## src/rtl/mc_ctrl_pkg.sv

```systemverilog
// rtl/mc_ctrl_pkg.sv - shared types, encodings and condition check for the multicycle control unit
package mc_ctrl_pkg;

  typedef enum logic [3:0] {
    S_FETCH    = 4'd0,
    S_DECODE   = 4'd1,
    S_MEMADR   = 4'd2,
    S_MEMREAD  = 4'd3,
    S_MEMWB    = 4'd4,
    S_MEMWRITE = 4'd5,
    S_EXECR    = 4'd6,
    S_EXECI    = 4'd7,
    S_EXMUL    = 4'd8,
    S_ALUWB    = 4'd9,
    S_LINK     = 4'd10,
    S_BRANCH   = 4'd11
  } state_t;

  localparam logic [2:0] ALU_ADD = 3'b000;
  localparam logic [2:0] ALU_SUB = 3'b001;
  localparam logic [2:0] ALU_AND = 3'b010;
  localparam logic [2:0] ALU_ORR = 3'b011;
  localparam logic [2:0] ALU_MUL = 3'b100;

  localparam logic [1:0] RES_ALUOUT    = 2'b00;
  localparam logic [1:0] RES_DATA      = 2'b01;
  localparam logic [1:0] RES_ALURESULT = 2'b10;

  localparam logic [1:0] SRCB_REG  = 2'b00;
  localparam logic [1:0] SRCB_IMM  = 2'b01;
  localparam logic [1:0] SRCB_FOUR = 2'b10;
  localparam logic [1:0] SRCB_ZERO = 2'b11;

  localparam logic [1:0] OP_DP  = 2'b00;
  localparam logic [1:0] OP_MEM = 2'b01;
  localparam logic [1:0] OP_BR  = 2'b10;

  localparam logic [3:0] COND_EQ = 4'b0000;
  localparam logic [3:0] COND_NE = 4'b0001;
  localparam logic [3:0] COND_CS = 4'b0010;
  localparam logic [3:0] COND_CC = 4'b0011;
  localparam logic [3:0] COND_MI = 4'b0100;
  localparam logic [3:0] COND_PL = 4'b0101;
  localparam logic [3:0] COND_VS = 4'b0110;
  localparam logic [3:0] COND_VC = 4'b0111;
  localparam logic [3:0] COND_HI = 4'b1000;
  localparam logic [3:0] COND_LS = 4'b1001;
  localparam logic [3:0] COND_GE = 4'b1010;
  localparam logic [3:0] COND_LT = 4'b1011;
  localparam logic [3:0] COND_GT = 4'b1100;
  localparam logic [3:0] COND_LE = 4'b1101;
  localparam logic [3:0] COND_AL = 4'b1110;

  // flags are {N, Z, C, V}
  function automatic logic cond_check(input logic [3:0] cond, input logic [3:0] flags);
    logic n, z, c, v;
    {n, z, c, v} = flags;
    case (cond)
      COND_EQ: cond_check = z;
      COND_NE: cond_check = ~z;
      COND_CS: cond_check = c;
      COND_CC: cond_check = ~c;
      COND_MI: cond_check = n;
      COND_PL: cond_check = ~n;
      COND_VS: cond_check = v;
      COND_VC: cond_check = ~v;
      COND_HI: cond_check = c & ~z;
      COND_LS: cond_check = ~c | z;
      COND_GE: cond_check = (n == v);
      COND_LT: cond_check = (n != v);
      COND_GT: cond_check = ~z & (n == v);
      COND_LE: cond_check = z | (n != v);
      COND_AL: cond_check = 1'b1;
      default: cond_check = 1'b0;
    endcase
  endfunction

endpackage

```

## src/rtl/mc_cond_unit.sv

```systemverilog
// rtl/mc_cond_unit.sv - NZCV flag register, condition evaluation and write-enable gating
module mc_cond_unit (
  input  logic       clk,
  input  logic       rst_n,
  input  logic [3:0] cond,
  input  logic [3:0] alu_flags,
  input  logic [1:0] flag_w,
  input  logic       reg_w,
  input  logic       mem_w,
  input  logic       pc_w,
  output logic       reg_write,
  output logic       mem_write,
  output logic       pc_write
);
  import mc_ctrl_pkg::*;

  logic [3:0] flags_q, flags_d;
  logic       cond_ex;

  // condition from registered flags only; flag_w[1] loads NZ, flag_w[0] loads CV
  always_comb begin
    flags_d = flags_q;
    cond_ex = cond_check(cond, flags_q);
    if (flag_w[1] && cond_ex) flags_d[3:2] = alu_flags[3:2];
    if (flag_w[0] && cond_ex) flags_d[1:0] = alu_flags[1:0];
  end

  // architectural flags register
  always_ff @(posedge clk or negedge rst_n) begin
    if (!rst_n) flags_q <= 4'b0000;
    else        flags_q <= flags_d;
  end

  assign reg_write = reg_w & cond_ex;
  assign mem_write = mem_w & cond_ex;
  assign pc_write  = pc_w  & cond_ex;

endmodule

```

## src/rtl/multicycle_control_unit.sv

```systemverilog
// rtl/multicycle_control_unit.sv - Moore FSM controller for the shared-memory multicycle ARM datapath
module multicycle_control_unit #(
  parameter bit ENABLE_MUL = 1'b1,
  parameter bit ENABLE_BL  = 1'b1
) (
  input  logic        clk,
  input  logic        Reset,
  input  logic [31:0] Instr,
  input  logic [3:0]  ALUFlags,
  output logic        PCWrite,
  output logic        AdrSrc,
  output logic        MemWrite,
  output logic        IRWrite,
  output logic [1:0]  ResultSrc,
  output logic [2:0]  ALUControl,
  output logic        ALUSrcA,
  output logic [1:0]  ALUSrcB,
  output logic [1:0]  ImmSrc,
  output logic [1:0]  RegSrc,
  output logic        RegWrite,
  output logic        WA3Src,
  output logic        InstrDone
);
  import mc_ctrl_pkg::*;

  state_t     state_q, state_d;
  logic [1:0] op;
  logic [3:0] funct;
  logic       s_bit, rd_pc, is_mul;
  logic       dp_known, dp_cmp, dp_arith, wb_ok;
  logic [2:0] dp_alu;
  logic       pc_uncond, pc_w, reg_w, mem_w, ir_w, done;
  logic [1:0] flag_w;
  logic       pc_gated, reg_gated, mem_gated;
  logic       unused_bits;

  assign op          = Instr[27:26];
  assign funct       = Instr[24:21];
  assign s_bit       = Instr[20];
  assign rd_pc       = (Instr[15:12] == 4'hF);
  assign is_mul      = ENABLE_MUL && (op == OP_DP) && !Instr[25] && (Instr[7:4] == 4'b1001);
  assign wb_ok       = dp_known | is_mul;
  assign unused_bits = ^{Instr[19:16], Instr[11:8], Instr[3:0]};

  // data-processing function decode; unknown codes fall back to ADD with no writes
  always_comb begin
    dp_alu   = ALU_ADD;
    dp_known = 1'b0;
    dp_cmp   = 1'b0;
    dp_arith = 1'b0;
    case (funct)
      4'b0100: begin dp_alu = ALU_ADD; dp_known = 1'b1; dp_arith = 1'b1; end
      4'b0010: begin dp_alu = ALU_SUB; dp_known = 1'b1; dp_arith = 1'b1; end
      4'b0000: begin dp_alu = ALU_AND; dp_known = 1'b1; end
      4'b1100: begin dp_alu = ALU_ORR; dp_known = 1'b1; end
      4'b1010: begin dp_alu = ALU_SUB; dp_known = 1'b1; dp_arith = 1'b1; dp_cmp = 1'b1; end
      default: ;
    endcase
  end

  // state register; reset abandons any instruction in flight
  always_ff @(posedge clk or negedge Reset) begin
    if (!Reset) state_q <= S_FETCH;
    else        state_q <= state_d;
  end

  // next state and Moore outputs
  always_comb begin
    state_d    = state_q;
    pc_uncond  = 1'b0;
    pc_w       = 1'b0;
    reg_w      = 1'b0;
    mem_w      = 1'b0;
    ir_w       = 1'b0;
    done       = 1'b0;
    flag_w     = 2'b00;
    AdrSrc     = 1'b0;
    ResultSrc  = RES_ALUOUT;
    ALUControl = ALU_ADD;
    ALUSrcA    = 1'b0;
    ALUSrcB    = SRCB_REG;
    WA3Src     = 1'b0;
    case (state_q)
      S_FETCH: begin
        ir_w      = 1'b1;
        pc_uncond = 1'b1;
        ALUSrcA   = 1'b1;
        ALUSrcB   = SRCB_FOUR;
        ResultSrc = RES_ALURESULT;
        state_d   = S_DECODE;
      end
      S_DECODE: begin
        ALUSrcA = 1'b1;
        ALUSrcB = SRCB_FOUR;
        case (op)
          OP_MEM:  state_d = S_MEMADR;
          OP_DP:   state_d = Instr[25] ? S_EXECI : (is_mul ? S_EXMUL : S_EXECR);
          OP_BR:   state_d = (ENABLE_BL && Instr[24]) ? S_LINK : S_BRANCH;
          default: begin state_d = S_FETCH; done = 1'b1; end
        endcase
      end
      S_MEMADR: begin
        ALUSrcB = SRCB_IMM;
        state_d = Instr[20] ? S_MEMREAD : S_MEMWRITE;
      end
      S_MEMREAD: begin
        AdrSrc  = 1'b1;
        state_d = S_MEMWB;
      end
      S_MEMWB: begin
        ResultSrc = RES_DATA;
        reg_w     = 1'b1;
        pc_w      = rd_pc;
        done      = 1'b1;
        state_d   = S_FETCH;
      end
      S_MEMWRITE: begin
        AdrSrc  = 1'b1;
        mem_w   = 1'b1;
        done    = 1'b1;
        state_d = S_FETCH;
      end
      S_EXECR, S_EXECI: begin
        ALUSrcB    = (state_q == S_EXECI) ? SRCB_IMM : SRCB_REG;
        ALUControl = dp_alu;
        flag_w     = (s_bit && dp_known) ? {1'b1, dp_arith} : 2'b00;
        if (dp_cmp) begin
          done    = 1'b1;
          state_d = S_FETCH;
        end else begin
          state_d = S_ALUWB;
        end
      end
      S_EXMUL: begin
        ALUControl = ALU_MUL;
        flag_w     = {s_bit, 1'b0};
        state_d    = S_ALUWB;
      end
      S_ALUWB: begin
        reg_w   = wb_ok;
        pc_w    = wb_ok & rd_pc;
        done    = 1'b1;
        state_d = S_FETCH;
      end
      S_LINK: begin
        ALUSrcA   = 1'b1;
        ALUSrcB   = SRCB_ZERO;
        ResultSrc = RES_ALURESULT;
        WA3Src    = 1'b1;
        reg_w     = 1'b1;
        state_d   = S_BRANCH;
      end
      S_BRANCH: begin
        ALUSrcB   = SRCB_IMM;
        ResultSrc = RES_ALURESULT;
        pc_w      = 1'b1;
        done      = 1'b1;
        state_d   = S_FETCH;
      end
      default: state_d = S_FETCH;
    endcase
  end

  mc_cond_unit u_cond (
    .clk       (clk),
    .rst_n     (Reset),
    .cond      (Instr[31:28]),
    .alu_flags (ALUFlags),
    .flag_w    (flag_w),
    .reg_w     (reg_w),
    .mem_w     (mem_w),
    .pc_w      (pc_w),
    .reg_write (reg_gated),
    .mem_write (mem_gated),
    .pc_write  (pc_gated)
  );

  assign ImmSrc    = op;
  assign RegSrc    = {(op == OP_MEM) && !Instr[20], (op == OP_BR)};
  assign PCWrite   = Reset & (pc_uncond | pc_gated);
  assign IRWrite   = Reset & ir_w;
  assign RegWrite  = Reset & reg_gated;
  assign MemWrite  = Reset & mem_gated;
  assign InstrDone = Reset & done;

endmodule

```

## config.mk

```make
export PLATFORM = sky130hd
export DESIGN_NAME = multicycle_control_unit
export DESIGN_NICKNAME = d
export VERILOG_FILES = /design/src/rtl/mc_ctrl_pkg.sv /design/src/rtl/mc_cond_unit.sv /design/src/rtl/multicycle_control_unit.sv
export SDC_FILE = /design/constraint.sdc
export NUM_CORES = 1
export LEC_CHECK = 0
export ABC_AREA = 1
export CAP_MARGIN = 40
export CORE_ASPECT_RATIO = 1.5
export CORE_MARGIN = 1.5
export CORE_UTILIZATION = 42
export CTS_BUF_LIST = sky130_fd_sc_hd__clkbuf_2
export CTS_CLUSTER_DIAMETER = 50
export CTS_CLUSTER_SIZE = 20
export DETAILED_ROUTE_END_ITERATION = 8
export GPL_ROUTABILITY_DRIVEN = 1
export PLACE_DENSITY = 0.93
export RECOVER_POWER = 100
export SYNTH_ARGS = -nofsm -noshare
export SYNTH_HDL_FRONTEND = slang
export SYNTH_SLANG_ARGS = --single-unit
```

## constraint.sdc

```tcl
create_clock -name clk -period 2.6 [get_ports clk]
set_input_delay 0.52 -clock clk [delete_from_list [all_inputs] [get_ports clk]]
set_output_delay 0.52 -clock clk [all_outputs]
set_load 0.05 [all_outputs]
```

==> summary.md <==
| Metric | Value |
|---|---|
| Register area share after synthesis | `between 20 and 25%` |
| Htree depth | `1` |
| HPWL Detailed | `between 2 and 2.5 mm` |
| Number of global-route vias before repair | `1,297` |
| Number of synthesis warnings | `0` |
| CTS Hold Bufs | `0` |
| Initial DRC Count | `48` |
| Sw frac | `58.69%` |
| # rows | `21` |
| Outcome | `complete, no violations` |
| Nets | `between 200 and 300` |
| Root buffer cell | `clkbuf_2` |
| Number of port buffers | `44` |
| Pwr Density | `around 800 mW/mm²` |
| Die area | `between 0.002 and 0.003 mm²` |
| Worst EP arrival | `roughly 2.0 ns` |
| Crit-path max FO | `4` |
| Antenna violations before repair | `0` |
| First-pass GRT wire length | `about 5.1 mm` |
| Die Ht | `about 62 µm` |
| Drt first pass iters | `4` |
| Core Area | `0.002233 mm²` |
| Internal power | `~0.53 mW` |
| Synth Net Count | `around 220` |
| Post-synthesis cell count | `approximately 180` |
| Syn Std Cell Area | `around 980 µm²` |
| Die X | `42.51 µm` |
| Routability cong. | `about 0.9` |
| Per-cell routed wire length | `roughly 12 µm` |
| CP Class | `reg2out` |
| Clk pwr share | `approximately 6.6%` |
| Leading area contributor after synthesis | `nand2_1` |
| Fin crit share | `a little over nine tenths` |
| CP startpoint | `state_q[3]$_DFF_PN0_` |
| Most frequent cells in the layout | `nand2_1, nor2_1, inv_1` |
| Final hold violation count | `0` |
| Post-route antenna net violation count | `0` |
| Final TNS setup | `0 ns` |
| Worst path cell trace | `inv_1 -> nand2_1 -> inv_1 -> nand3_1 -> nand2_1 -> clkdlybuf4s50_1` |
| # diodes | `0` |
| Share of layout cells above drive strength 1 | `about 17%` |
| Sequential share of power | `17.1%` |
| Slowest stage delay, CP | `approximately 0.8 ns` |
| Gr ovfl total | `0` |
| Synth top area share | `between 20% and 30%` |
| DR vias/cell | `between 5 and 6` |
| Clk_skew | `between 0.003 and 0.004 ns` |
| Starting Density | `between 40% and 50%` |
| CP endpoint kind | `output port` |
| Clock sinks | `8` |
| Period minus WS final | `approximately 2.5 ns` |
| Yosys cell types | `26` |
| Routed via count | `between 1,000 and 1,500` |
| Data required, critical path | `2.08 ns` |
| Slowest cell on crit path | `clkdlybuf4s50_1` |
| Synthesized area per cell | `5.345 µm²` |
| Top Ports | `57` |
| Worst min path class | `reg2reg` |
| Area growth, synth to finish | `63.36%` |
| CTS tree | `done` |
| Commonest non-fill, non-tap cell in the layout | `nand2_1` |
| Clock-pin slew on the worst setup and hold paths | `about 0.090 ns` |
| Fmax | `0.3962 GHz` |
| Largest net degree at the start of global routing | `10` |
| Tot Pwr | `1.278 mW` |
| Skew-Pair Late Insertion Delay | `0.27 ns` |
| Synthesized flop and latch total | `8` |
| Routed WL | `around 3.1 mm` |
| Max-cap violations | `0` |
| Psw | `roughly 0.75 mW` |
| Placed cells | `258` |
| Slew HR | `60.90%` |
| Finished Layout Cells | `approximately 260` |
| Worst Setup Start Kind | `flip-flop` |
| Worst Tran Pin Value | `approximately 0.59 ns` |
| Combinational Power Share | `between 70% and 80%` |
| Clock buffer depth | `2` |
| Hold_sp | `u_cond.flags_q[0]$_DFFE_PN0P_` |
| Cts bufs inserted | `3` |
| GRT Total Usage | `24.11%` |
| VDD IR max | `0.9880 mV` |
| Largest cells by area after synthesis | `nand2_1, dfrtp_1, nor2_1` |
| Setup violators final | `0` |
| Slew Limit Fails | `0` |
| Worst R2R Start | `state_q[3]$_DFF_PN0_` |
| DR DRC count | `0` |
| Lkg Pwr | `a little over 0.9 nW` |
## cell families after synthesis
family          count (synthesis)  synth area share (%)
buf+inv                        34                 13.74
compound gates                 13                 9.034
simple gates                  129                 56.87
flops                           8                 20.36
## worst paths after layout
kind | cells after the start | slack [ns] | to
min reg2reg | 2 | 0.54 | u_cond.flags_q[0]$_DFFE_PN0P_
min in group asynchronous | 2 | 0.82 | u_cond.flags_q[0]$_DFFE_PN0P_
max reg2reg | 7 | 1.06 | state_q[3]$_DFF_PN0_
max in group asynchronous | 2 | 1.45 | state_q[0]$_DFF_PN0_
max | 6 | 0.08 | AdrSrc
min | 2 | 0.54 | u_cond.flags_q[0]$_DFFE_PN0P_
## cell type report
class                      instances  area, µm²
tap                               23      28.78
timing repair buffer              53      581.8
inverter                          32      120.1
sequential                         8      200.2
clock buffer                       3      15.01
fill                             169      626.9
multi-input combinational        142      660.6
## flip-flops by register name, indices dropped and copies added, names as in the netlist
| register | cells |
|---|---|
| state_q | 4 |
| u_cond.flags_q | 4 |
## cells in the mapped netlist, drive strengths merged
library cell	number
a211oi	1
nand2	70
nor3	2
a21oi	1
inv	31
o21a	1
o311ai	1
buf	2
nor2	38
a31oi	1
clkinv	1
o211ai	1
o221ai	1
nand3	19
a32oi	1
dfrtp	8
o21ai	5
## metrics by stage
stage / cell area, µm² / worst slack (ns) / hold slack, ns / utilization, %
after CTS: 1597 / -0.01553 / 0.5354 / 71.48
after global placement: 1580 / -0.02694 / 0.5130 / 70.76
final: 1607 / 0.07619 / 0.5365 / 71.93
after global routing: 1607 / -0.005032 / 0.5798 / 71.93
after detailed placement: 1580 / -0.03083 / 0.5156 / 70.76
after floorplan: 983.4 / 0.007787 / 0.2244 / -
## critical path: cells and delay by family (launching register included)
kind | cells | cell delay (ns)
buffers and inverters | 3 | 1.01
DFF | 1 | 0.40
and+or+nand+nor | 3 | 0.33
## per-layer routing
layer	routed length (µm)	part of all wire (%)	track usage [%]
met2	1730	55	45.77
met1	1026	33	23.91
met5	0	0	0
met4	132	4.2	11.72
met3	236	7.6	4.070
## power by group through the flow
stage	Sequential (mW)	Clock, mW	Combinational, mW
floorplan	0.207	0	0.619
global placement	0.217	0	0.942
detailed placement	0.218	0	0.958
CTS	0.216	0.0811	0.962
global route	0.226	0.0915	1.03
finish	0.219	0.0843	0.975
## repair_timing
action,4_1_cts,5_1_grt
setup buffers,0,0
pin swaps,0,3
gates resized for setup,2,12
setup endpoints to repair,2,5
Note: power is estimated with default switching activity, not from simulation.
